--- src/rtl/keymatrix_scan_8x8.sv ---
// keymatrix_scan_8x8: scans an 8x8 active-low key matrix, debounces all 64 keys and queues change events.
// Latency: a change is reported after DEBOUNCE_SCANS samples of its row; row period is SCAN_DIV+8 cycles.
// Backpressure: 4-deep event FIFO; a push into a full FIFO with no pop is dropped and sets sticky overflow. Releases are queued only with KEYMATRIX_RELEASE_EV_EN.

module keymatrix_ev_fifo #(
  parameter int WIDTH = 7,
  parameter int DEPTH = 4
) (
  input  logic             clk,
  input  logic             rst,
  input  logic             in_vld,
  output logic             in_rdy,
  input  logic [WIDTH-1:0] in_dat,
  output logic             out_vld,
  input  logic             out_rdy,
  output logic [WIDTH-1:0] out_dat
);
  localparam int AW = (DEPTH > 1) ? $clog2(DEPTH) : 1;
  localparam logic [AW-1:0] LAST_PTR = AW'(DEPTH - 1);
  localparam logic [AW:0]   FULL_CNT = (AW + 1)'(DEPTH);

  logic [WIDTH-1:0] mem [DEPTH];
  logic [AW-1:0]    wr_ptr;
  logic [AW-1:0]    rd_ptr;
  logic [AW:0]      count;
  logic             push;
  logic             pop;

  // A full FIFO still takes a write when the head leaves on the same edge.
  assign out_vld = (count != '0);
  assign in_rdy  = (count != FULL_CNT) || out_rdy;
  assign push    = in_vld && in_rdy;
  assign pop     = out_vld && out_rdy;
  assign out_dat = out_vld ? mem[rd_ptr] : '0;

  always_ff @(posedge clk) begin
    if (push) begin
      mem[wr_ptr] <= in_dat;
    end
  end

  always_ff @(posedge clk or posedge rst) begin
    if (rst) begin
      wr_ptr <= '0;
      rd_ptr <= '0;
      count  <= '0;
    end else begin
      if (push) begin
        wr_ptr <= (wr_ptr == LAST_PTR) ? '0 : wr_ptr + 1'b1;
      end
      if (pop) begin
        rd_ptr <= (rd_ptr == LAST_PTR) ? '0 : rd_ptr + 1'b1;
      end
      case ({push, pop})
        2'b10:   count <= count + 1'b1;
        2'b01:   count <= count - 1'b1;
        default: count <= count;
      endcase
    end
  end
endmodule

module keymatrix_scan_8x8 #(
  parameter int SCAN_DIV       = 16,
  parameter int DEBOUNCE_SCANS = 3
) (
  input  logic        clk,
  input  logic        rst,
  output logic [7:0]  row_drv,
  input  logic [7:0]  col_in,
  output logic [63:0] keys,
  output logic        ev_valid,
  input  logic        ev_ready,
  output logic [6:0]  ev_code,
  output logic        overflow,
  input  logic        ovf_clr
);
  typedef enum logic {SETTLE, UPDATE} state_t;

  localparam logic [7:0] DIV_LAST = 8'(SCAN_DIV - 1);
  localparam logic [2:0] DEB_N    = 3'(DEBOUNCE_SCANS);

  state_t     state;
  logic [7:0] col_meta;
  logic [7:0] col_sync;
  logic [7:0] sample;
  logic [7:0] div_cnt;
  logic [2:0] row;
  logic [2:0] col;
  logic [2:0] cnt [64];

  logic [5:0] key_idx;
  logic       key_new;
  logic       key_diff;
  logic [2:0] cnt_inc;
  logic       flip;
  logic       ev_push;
  logic       ev_push_rdy;

  // Columns are pulled up and free-running relative to clk.
  always_ff @(posedge clk or posedge rst) begin
    if (rst) begin
      col_meta <= 8'hFF;
      col_sync <= 8'hFF;
    end else begin
      col_meta <= col_in;
      col_sync <= col_meta;
    end
  end

  assign key_idx  = {row, col};
  assign key_new  = sample[col];
  assign key_diff = (key_new != keys[key_idx]);
  assign cnt_inc  = cnt[key_idx] + 3'd1;
  assign flip     = (state == UPDATE) && key_diff && (cnt_inc == DEB_N);

`ifdef KEYMATRIX_RELEASE_EV_EN
  assign ev_push = flip;
`else
  assign ev_push = flip && key_new;
`endif

  always_ff @(posedge clk or posedge rst) begin
    if (rst) begin
      state   <= SETTLE;
      row     <= '0;
      col     <= '0;
      div_cnt <= '0;
      sample  <= '0;
      row_drv <= 8'hFE;
      keys    <= '0;
      for (int i = 0; i < 64; i++) begin
        cnt[i] <= '0;
      end
    end else begin
      case (state)
        SETTLE: begin
          if (div_cnt == DIV_LAST) begin
            div_cnt <= '0;
            sample  <= ~col_sync;
            col     <= '0;
            state   <= UPDATE;
          end else begin
            div_cnt <= div_cnt + 8'd1;
          end
        end
        UPDATE: begin
          if (!key_diff) begin
            cnt[key_idx] <= '0;
          end else if (cnt_inc == DEB_N) begin
            keys[key_idx] <= key_new;
            cnt[key_idx]  <= '0;
          end else begin
            cnt[key_idx] <= cnt_inc;
          end
          col <= col + 3'd1;
          if (col == 3'd7) begin
            row     <= row + 3'd1;
            row_drv <= ~(8'd1 << (row + 3'd1));
            state   <= SETTLE;
          end
        end
        default: state <= SETTLE;
      endcase
    end
  end

  keymatrix_ev_fifo #(
    .WIDTH (7),
    .DEPTH (4)
  ) u_ev_fifo (
    .clk     (clk),
    .rst     (rst),
    .in_vld  (ev_push),
    .in_rdy  (ev_push_rdy),
    .in_dat  ({key_new, key_idx}),
    .out_vld (ev_valid),
    .out_rdy (ev_ready),
    .out_dat (ev_code)
  );

  // A dropped event wins over a clear arriving on the same edge.
  always_ff @(posedge clk or posedge rst) begin
    if (rst) begin
      overflow <= 1'b0;
    end else if (ev_push && !ev_push_rdy) begin
      overflow <= 1'b1;
    end else if (ovf_clr) begin
      overflow <= 1'b0;
    end
  end
endmodule
--- config.mk ---
export PLATFORM = sky130hd
export DESIGN_NAME = keymatrix_scan_8x8
export DESIGN_NICKNAME = d
export VERILOG_FILES = /design/src/rtl/keymatrix_scan_8x8.sv
export SDC_FILE = /design/constraint.sdc
export NUM_CORES = 1
export LEC_CHECK = 0
export ABC_CLOCK_PERIOD_IN_PS = 29100
export CORE_ASPECT_RATIO = 1.4
export CORE_MARGIN = 2
export CORE_UTILIZATION = 50
export DETAILED_ROUTE_END_ITERATION = 10
export MAX_ROUTING_LAYER = met4
export PLACE_DENSITY = 0.77
export SETUP_SLACK_MARGIN = 0.02
export SLEW_MARGIN = 0
export SYNTH_ARGS = -nofsm -noshare
export SYNTH_HDL_FRONTEND = slang
export SYNTH_SLANG_ARGS = --single-unit
--- constraint.sdc ---
create_clock -name clk -period 29.1 [get_ports clk]
set_input_delay 2.91 -clock clk [delete_from_list [all_inputs] [get_ports clk]]
set_output_delay 2.91 -clock clk [all_outputs]
set_load 0.01 [all_outputs]
======== After elaboration in Yosys (flattened, before gate mapping) ========
Memory sizes are Yosys's and may differ from the RTL's.
Cells that the tools add are included.
Widths: inputs -> output; s select.
storage, ports and cells
  bits of input ports ..................... 12
  flip-flop bits (word level) ............. 311
  word-level logic and storage cells ...... 153
  memories kept ........................... 1
  memory bits (writable) .................. 28
cells by class
  shifts and indexed selects .............. 1
  eq/ne operators ......................... 10
  order comparisons ....................... 5
  reduce and logical (&&, ||, !) cells .... 16
  muxes and demuxes ....................... 29
  $add $sub $neg .......................... 8
  bitwise gates (word level) .............. 6
memories
  name           words  width  read ports  clocked after memory_dff  wr ports  RTL line  text
  u_ev_fifo.mem  4      7      1           0                         1         22        logic [WIDTH-1:0] mem [DEPTH];
operator list
  kind                 number
  $mux 192             2
  $and 192x192->192    1
  $bwmux 192           1
  $not 192->192        1
  $bwmux 64            1
  $bmux 3 s6           1
  $demux 3 s6          1
  $not 8->8            2
  $add 3x1->3 const B  4
  $mux 3               4
  $pmux 3 s2           2
  $mux 1               9
  $add 8x1->8 const B  1
  $eq 8x4->1 const B   1
  $logic_and 1x1->1    8
  $mux 8               1
  $shl 1x3->8 const A  1
  $ge 7x7->1 const B   1
  $lt 6x7->1 const B   1
  $lt 7x1->1 const B   1
  $mux 7               1
  $not 6->7            1
  $bmux 1 s6           1
  $demux 1 s6          1
  21 further kinds     27

======== Longest topological paths before layout ========
  word-level depth ........................ 11
  mapped depth ............................ 26
  mapped depth without buffers ............ 19

======== By module ========
A second synthesis with hierarchy kept.
second synthesis, totals
  cell total of the unflattened synthesis .. 1453
  area total of the unflattened synthesis .. 15539.9 µm²
by module, submodules not included
  module              cells each  seq. area each (µm²)  instances  area each (µm²)
  keymatrix_scan_8x8  1368        7636.1                1          14009.7
  keymatrix_ev_fifo   85          1016.0                1          1530.2

======== Worst setup path before layout ========
Ideal clock, no wire load.
  path kind ............................... reg2reg
  start point ............................. reg col[2]
  end point ............................... reg u_ev_fifo.count[2]
  arrival ................................. 4.700 ns
  setup time .............................. 0.125 ns
  path slack .............................. 24.275 ns
  cell stages (with the launch flop) ...... 26
  period minus slack after synthesis ...... 4.825 ns
  data required time ...................... 28.975 ns
  cells stage by stage .................... dfrtp_1 > buf_2 > buf_4 > buf_4 > buf_4 > buf_2 > buf_2 > mux2_2 > a22oi_1 > o22ai_1 > a221oi_1 > o21ai_0 > a2111oi_0 > nand3_1 > ha_1 > nand2b_1 > mux2i_1 > and4_1 > clkbuf_1 > inv_1 > ha_1 > inv_1 > fa_1 > xor2_1 > nor2_1 > xor2_1
between the ends
  word-level cells in the longest chain between the ends .. 11
RTL lines
  what                                             RTL line  text
  start: declaration                               89        logic [2:0] col;
  start signal: assignment                         156       col <= col + 3'd1;
  $not 6->7 (not written as such)                  114       assign cnt_inc = cnt[key_idx] + 3'd1;
  $bmux 3 s6                                       114
  $mux 3 (not written as such) (2 in series)       114
  $add 3x1->3                                      114
  $eq 3x2->1                                       115       assign flip = (state == UPDATE) && key_diff && (cnt_inc == DEB_N);
  $logic_and 1x1->1                                115
  $logic_and 1x1->1 *                              120       assign ev_push = flip && key_new;
  $logic_and 1x1->1 *                              32        assign push = in_vld && in_rdy;
  $eq 2x1->1 or $eq 2x2->1 (tied branches)         54        case ({push, pop})
  $pmux 3 s2 or $reduce_bool 2->1 (tied branches)  --
  end signal: assignment                           55        2'b10: count <= count + 1'b1;
  end signal: assignment                           56        2'b01: count <= count - 1'b1;
  end signal: assignment                           57        default: count <= count;
  end: declaration                                 25        logic [AW:0] count;
Mark *: on every way between the ends. The rest lies on a longest branch, timed or not. The select of a mux whose other input is x is not followed.
A chain may end at the register's enable or synchronous reset.

======== Final worst setup path ========
  start point ............................. reg col[2]
  end point ............................... reg cnt[181] (netlist bit)
between the ends
  word-level cells in the longest chain between the ends .. 9
RTL lines
  what                                                 RTL line  text
  branches (longest 8 deep; another with $add 3x1->3)  --
  $mux 192 *                                           148       if (!key_diff) begin
  end signal: indexed assignment                       154       cnt[key_idx] <= cnt_inc;
  end: declaration                                     90        logic [2:0] cnt [64];
Every way passes the cells marked *. The select of a mux whose other input is x is not followed.

==> results by group <==
Outcome
  – Run status: finished clean

STA
  – RSZ-0062 raised after global routing: no
  – Final setup vio count: 0
  – Slew HR: 11.8%
  – Fmax: 0.161 GHz
  – Clock period minus worst slack: between 6000 and 7000 ps
  – Setup TNS: 0 ps
  – Period utilization: a little over a fifth
  – Hold Violations, Final: 0
  – Final Max Slew Viols: 0
  – Worst Clk Skew: about 12 ps
  – Final Worst Setup Slack: between 20,000 and 25,000 ps
  – Worst-margin pin slew: ~1300 ps

Setup path
  – CP max stage cell: and3b_1
  – R2r worst-path depth: 16
  – Flop2flop setup slack: 22,870 ps
  – CP Class: reg2reg
  – Top delay family on crit path: buffers and inverters
  – Crit path launch type: flip-flop
  – Peak fanout along the critical path: a little under 70
  – Worst path bufs/invs: 5
  – Crit path DAT: 6650 ps
  – Crit. End Element: flip-flop
  – WP data required: about 30,000 ps
  – FF-to-FF End: cnt[181]
  – RR Startpoint: col[2]
  – Worst path cell trace: buf_4 -> and3b_1 -> buf_4 -> a222oi_1 -> and4_1 -> o2bb2ai_1 -> a211oi_1 -> and3_1 -> inv_1 -> ha_1 -> nand2_1 -> mux2i_4 -> buf_4 -> or3b_4 -> buf_4 -> o21ai_1
  – Cell mode on critical path: buf_4
  – Max incr delay on CP: 850 ps

Synthesis
  – Yosys Warn Count: 0
  – EDFF count, synth: 28
  – Synth cell types: 67
  – Synth Instances: 1,392
  – Yosys top cell area share: between 40% and 50%
  – Primary FF master, synth: dfrtp_1
  – Synth Net Count: roughly 1,400
  – Async set-reset flop share out of synthesis: 91.7%
  – Dominant cells by area after synthesis: dfrtp_1, mux2_1, edfxtp_1
  – Area leader, netlist: dfrtp_1
  – FF+latch count, synth: between 300 and 400
  – Mapped Area: about 16,000 um2
  – Sequential share of the synthesized area: 54.4%
  – Synthesized area per cell: between 10 and 15 um2

Clocking
  – Root Driver: clkbuf_16
  – CTS Buf Count: 30
  – Setup repair bufs after CTS: 0
  – Cts hold-fix bufs: 0
  – CTS tree: done
  – Max Root-Sink Buffers: 3
  – Post-CTS Resized: 0
  – H-tree levels: 1
  – CTS Sinks: between 300 and 400
  – Clk_lat worst skew: 570 ps
  – Clk slew on worst S/H paths: approximately 70 ps

Global route
  – First-pass GRT wire length: just under 70,000 um
  – Initial antenna violation count: 0
  – Total grt overflow: 0
  – Global-route usage over all layers: 26.4%
  – Largest net degree at the start of global routing: roughly 180
  – GR Util met2: a little over two fifths
  – Met1 Track Usage GR: 33.2%
  – Met3 usage: under 10%
  – Vias in the first global route: 11,600
  – Busiest grt layer: met2

Floorplan
  – CORE AREA: 31,400 um2
  – Starting Density: between 50% and 60%
  – Full die area: around 33,000 um2
  – Die height: around 210 um
  – DIE WIDTH: roughly 150 um
  – Site Rows: just under 80
  – IO Count: between 90 and 100

Layout
  – Final core occ: ~57%
  – Fraction of layout cells with a size suffix above 1: 17.9%
  – Final layout net count: 1,458
  – Area Growth Syn to Fin: 13.6%
  – N_diodes: 0
  – Sequential cell area: roughly 8700 um2
  – Multi-input gate area: between 6000 and 7000 um2
  – # fillers: about 2,500

Drt
  – Vias per cell: 6.30
  – ANT nets after route: 0
  – Drt wl/cell: 23.1 um
  – Residual DRC: 0
  – First-pass iteration count of the detailed router: 5
  – DRT iter0 DRCs: between 1,000 and 1,500
  – DR vias: between 10,000 and 15,000
  – WL final: ~43,000 um

Power
  – Leak Pwr: a little under 8 nW
  – Maximum vdd drop: around 0.000046 V
  – Final Power: approximately 930 uW
  – P per Cell Area: 51.6 nW/um2

Min path
  – Hold Path Origin: col_meta[3]
  – Hold worst-path end: col_sync[3]
  – Hold path depth: 0
  – Hold WC Path Type: reg2reg

Job
  – Max cap viols: 0

Placement
  – Place WS: approximately 23,000 ps
  – HPWL after DPL: roughly 27,000 um
  – Buffers added on ports: 92
  – Gp weighted congestion: ~0.9
[cells in the mapped netlist (16+ instances only)]
library cell and count:
o21ai_0 19, a22oi_1 37, dfrtp_1 288, a221oi_1 27, mux2i_1 27, o21ai_2 59, ha_1 16, edfxtp_1 28
buf_2 25, nand4_1 64, clkbuf_1 65, mux2_2 74, and2_1 19, nor2_1 32, o21ai_1 70, nand2_1 223
mux2_1 78, dfstp_2 23
[cells by family after synthesis]
logic type                 Yosys count  synth area share (%)
muxes                              193                  14.5
buffers and inverters              128                  3.67
adders and majority gates           17                  1.39
xor gates and xnor gates            14                 0.772
and+or+nand+nor                    411                  12.2
AOI/OAI and AO/OA                  290                  13.0
DFF                                339                  54.4
[layer usage]
metal / wire length [um] / vias up / part of all wire [%]
met1: 16100 / 5827 / 38
met3: 3140 / 145 / 7.4
met2: 21400 / 516 / 50
met5: 0 / - / 0
li1: - / 5146 / -
met4: 2000 / 0 / 4.7
[how the worst max path moves through the flow]
stage / slack, ps / start / cells past startpoint / to
6_report: 22870 / col[2] / 16 / cnt[181]
3_5_place_dp: 22940 / col[2] / 16 / cnt[181]
2_1_floorplan: 17630 / rst / 1 / cnt[0]
5_1_grt: 22520 / col[2] / 16 / cnt[175]
3_3_place_gp: 23000 / col[2] / 16 / cnt[181]
4_1_cts: 22930 / col[2] / 16 / cnt[172]
[sequential cells by signal, indices dropped and copies added, names as in the netlist, 8 cells and up]
signal	count
cnt	192
keys	64
u_ev_fifo.mem	28
col_meta	8
col_sync	8
div_cnt	8
row_drv	8
sample	8
[stage by stage]
| step | instances | hold WS, ps | area (um2) |
|---|---|---|---|
| after floorplan | 1392 | 345 | 15900 |
| after global placement | 1792 | 346 | 17100 |
| after detailed placement | 1792 | 348 | 17100 |
| after CTS | 1848 | 357 | 18000 |
| after global routing | 1848 | 359 | 18000 |
| final | 1848 | 357 | 18000 |
[cell type report]
class                      count  area share, %
timing repair buffer         116           6.17
clock buffer                  45           5.03
clock inverter                11          0.423
multi-input combinational    925           37.3
tap                          395           2.74
sequential                   339           48.0
inverter                      17          0.395
[cell usage in the layout, fill, tap and decap left out, drive strengths merged, types with 8 or more instances in the layout]
| master | synthesis | final |
|---|---|---|
| a22o | 8 | 8 |
| o22ai | 10 | 10 |
| ha | 16 | 16 |
| clkdlybuf4s50 | 0 | 92 |
| nand4 | 64 | 64 |
| inv | 16 | 16 |
| a221oi | 27 | 27 |
| nor3 | 10 | 10 |
| a22oi | 37 | 37 |
| nor2 | 33 | 33 |
| edfxtp | 28 | 28 |
| o21ai | 148 | 148 |
| a31oi | 14 | 14 |
| and2 | 19 | 19 |
| a21oi | 13 | 13 |
| mux4 | 14 | 14 |
| mux2 | 152 | 152 |
| clkbuf | 65 | 45 |
| nand2 | 223 | 223 |
| dfrtp | 288 | 288 |
| nand3 | 12 | 12 |
| dfstp | 23 | 23 |
| and3 | 14 | 14 |
| mux2i | 27 | 27 |
| buf | 46 | 24 |
[report_power, final]
| group | leakage (nW) | switching, mW | internal [mW] | total, mW |
|---|---|---|---|---|
| clock network | 0.473 | 0.174 | 0.223 | 0.397 |
| registers | 4.48 | 0.00938 | 0.483 | 0.493 |
| logic | 2.81 | 0.0241 | 0.0179 | 0.0420 |
| total | 7.76 | 0.207 | 0.724 | 0.932 |
Note: power is estimated with default switching activity, not from simulation.
==> edit (same settings) <==
Add a define of `KEYMATRIX_RELEASE_EV_EN`.
--- a/src/rtl/keymatrix_scan_8x8.sv
+++ b/src/rtl/keymatrix_scan_8x8.sv
@@ -1,6 +1,8 @@
 // keymatrix_scan_8x8: scans an 8x8 active-low key matrix, debounces all 64 keys and queues change events.
 // Latency: a change is reported after DEBOUNCE_SCANS samples of its row; row period is SCAN_DIV+8 cycles.
 // Backpressure: 4-deep event FIFO; a push into a full FIFO with no pop is dropped and sets sticky overflow. Releases are queued only with KEYMATRIX_RELEASE_EV_EN.
+
+`define KEYMATRIX_RELEASE_EV_EN
 
 module keymatrix_ev_fifo #(
   parameter int WIDTH = 7,
Behaviour: same outputs for any inputs over 4 cycles, from zero or initial values and one cycle with rst high; that may be too few to reach the edited logic, so the function may still have changed.
==> edit against the unedited design <==
Power is 1.5% higher. Largest power group unchanged. Sequential cell count stayed put. Critical path type unchanged. Routed wire length is 4.6% lower. Sequential share of layout area is 1.3 points higher. Via count is 0.82% higher. Clock power is 4% higher. Worst hold slack worse by 3.9 ps. Cell area is 2.6% lower. Setup slack better by 140 ps. Synthesized area is 3.0% lower. Synthesized cell count is 2.7% higher. Fmax is 2.3% higher.
==> edit: results <==
group,metric,value,unit
placed_design,dpl.hpwl,26100,um
routing,vias,11700,
yosys,synthAdderAreaFrac,1.43,%
routing,wire_per_inst,21.5,um
final_layout,layout-drive-gt1-share,10.8,%
routing,drtPass1Iterations,6,
yosys,ys_types,66,
final_layout,multi_input_area,6240,um2
yosys,synthTopCellsByCount,"nand2_1, dfrtp_1, o21ai_0",
power,powerDensity,53.8,nW/um2
yosys,synthMuxAreaShare,8.36,%
worst_setup_path,reg2reg_slack,23010,ps
routing,wl,40700,um
power,leakagePower,7.12,nW
grt,grtUsageTotal,26.1,%
final_layout,clk_share,5.85,%
worst_setup_path,max_stage_delay,870,ps
final_layout,postLayoutCoreUtil,57.4,%
clocking,cts-buffers-inserted,31,
yosys,syn_nets,1458,
yosys,synth.area.top_cells,"dfrtp_1, nand2_1, o31ai_1",
placed_design,dp_cells,1837,
final_layout,n_all_inverters,19,
final_layout,fill_cells,2517,
worst_setup_path,endpoint,"cnt[66]",
routing,route.met2.wl,20200,um
power,ir_drop,0.0000414,V
worst_setup_path,cp_data_arrival_time,6570,ps
placed_design,place_area,16600,um2
run_status,status,"finished clean",
yosys,netlist_instances,1429,
grt,grt_pass1_wl,65300,um
worst_setup_path,rr_endpoint,"cnt[66]",
## edit: changes by cell type in the layout (fill, tap and decap cells not counted), moves of 11 or more
| cell | unedited run | this run |
|---|---|---|
| nand2_1 | 223 | 295 |
| o31ai_1 | 1 | 128 |
| o21ai_2 | 59 | 0 |
| mux2_1 | 78 | 1 |
| nand4_1 | 64 | 2 |
| o21ai_0 | 19 | 152 |
| mux4_2 | 14 | 32 |
| a221oi_1 | 27 | 16 |
| mux2_2 | 74 | 21 |
| a22oi_1 | 37 | 12 |
## edit: layer usage
layer | vias to the layer above | GRT usage (%)
li1 | 5312 | -
met1 | 5822 | 32.2
met4 | 0 | 12.4
met3 | 128 | 3.15
met2 | 467 | 43.3
met5 | - | -
## edit: critical path, delay by kind of cell (launching register included)
| family | cells | cell delay, ps |
|---|---|---|
| DFF | 1 | 840 |
| adders and majority gates | 1 | 240 |
| and+or+nand+nor | 4 | 1760 |
| muxes | 3 | 1480 |
| AOI/OAI and AO/OA | 2 | 380 |
| buffers and inverters | 3 | 1280 |
## edit: per-stage QoR
step                hold WS (ps)  setup slack, ps  total power, mW
floorplan                    345            17630            0.530
global placement             347            23230            0.542
detailed placement           347            23110            0.544
CTS                          352            23080            0.951
global route                 356            22680            0.974
finish                       353            23010            0.946
## edit: power breakdown
group          internal [mW]  switching, mW
combinational         0.0181         0.0250
sequential             0.483        0.00809
clock                  0.232          0.179
## edit: worst min-delay path by stage
stage	startpoint	cells past startpoint	endpoint	slack, ps
floorplan	col_meta[0]	0	col_sync[0]	350
global placement	col_meta[6]	0	col_sync[6]	350
detailed placement	col_meta[1]	0	col_sync[1]	350
CTS	col_meta[1]	0	col_sync[1]	350
global route	col_meta[3]	0	col_sync[3]	360
finish	col_meta[4]	0	col_sync[4]	350
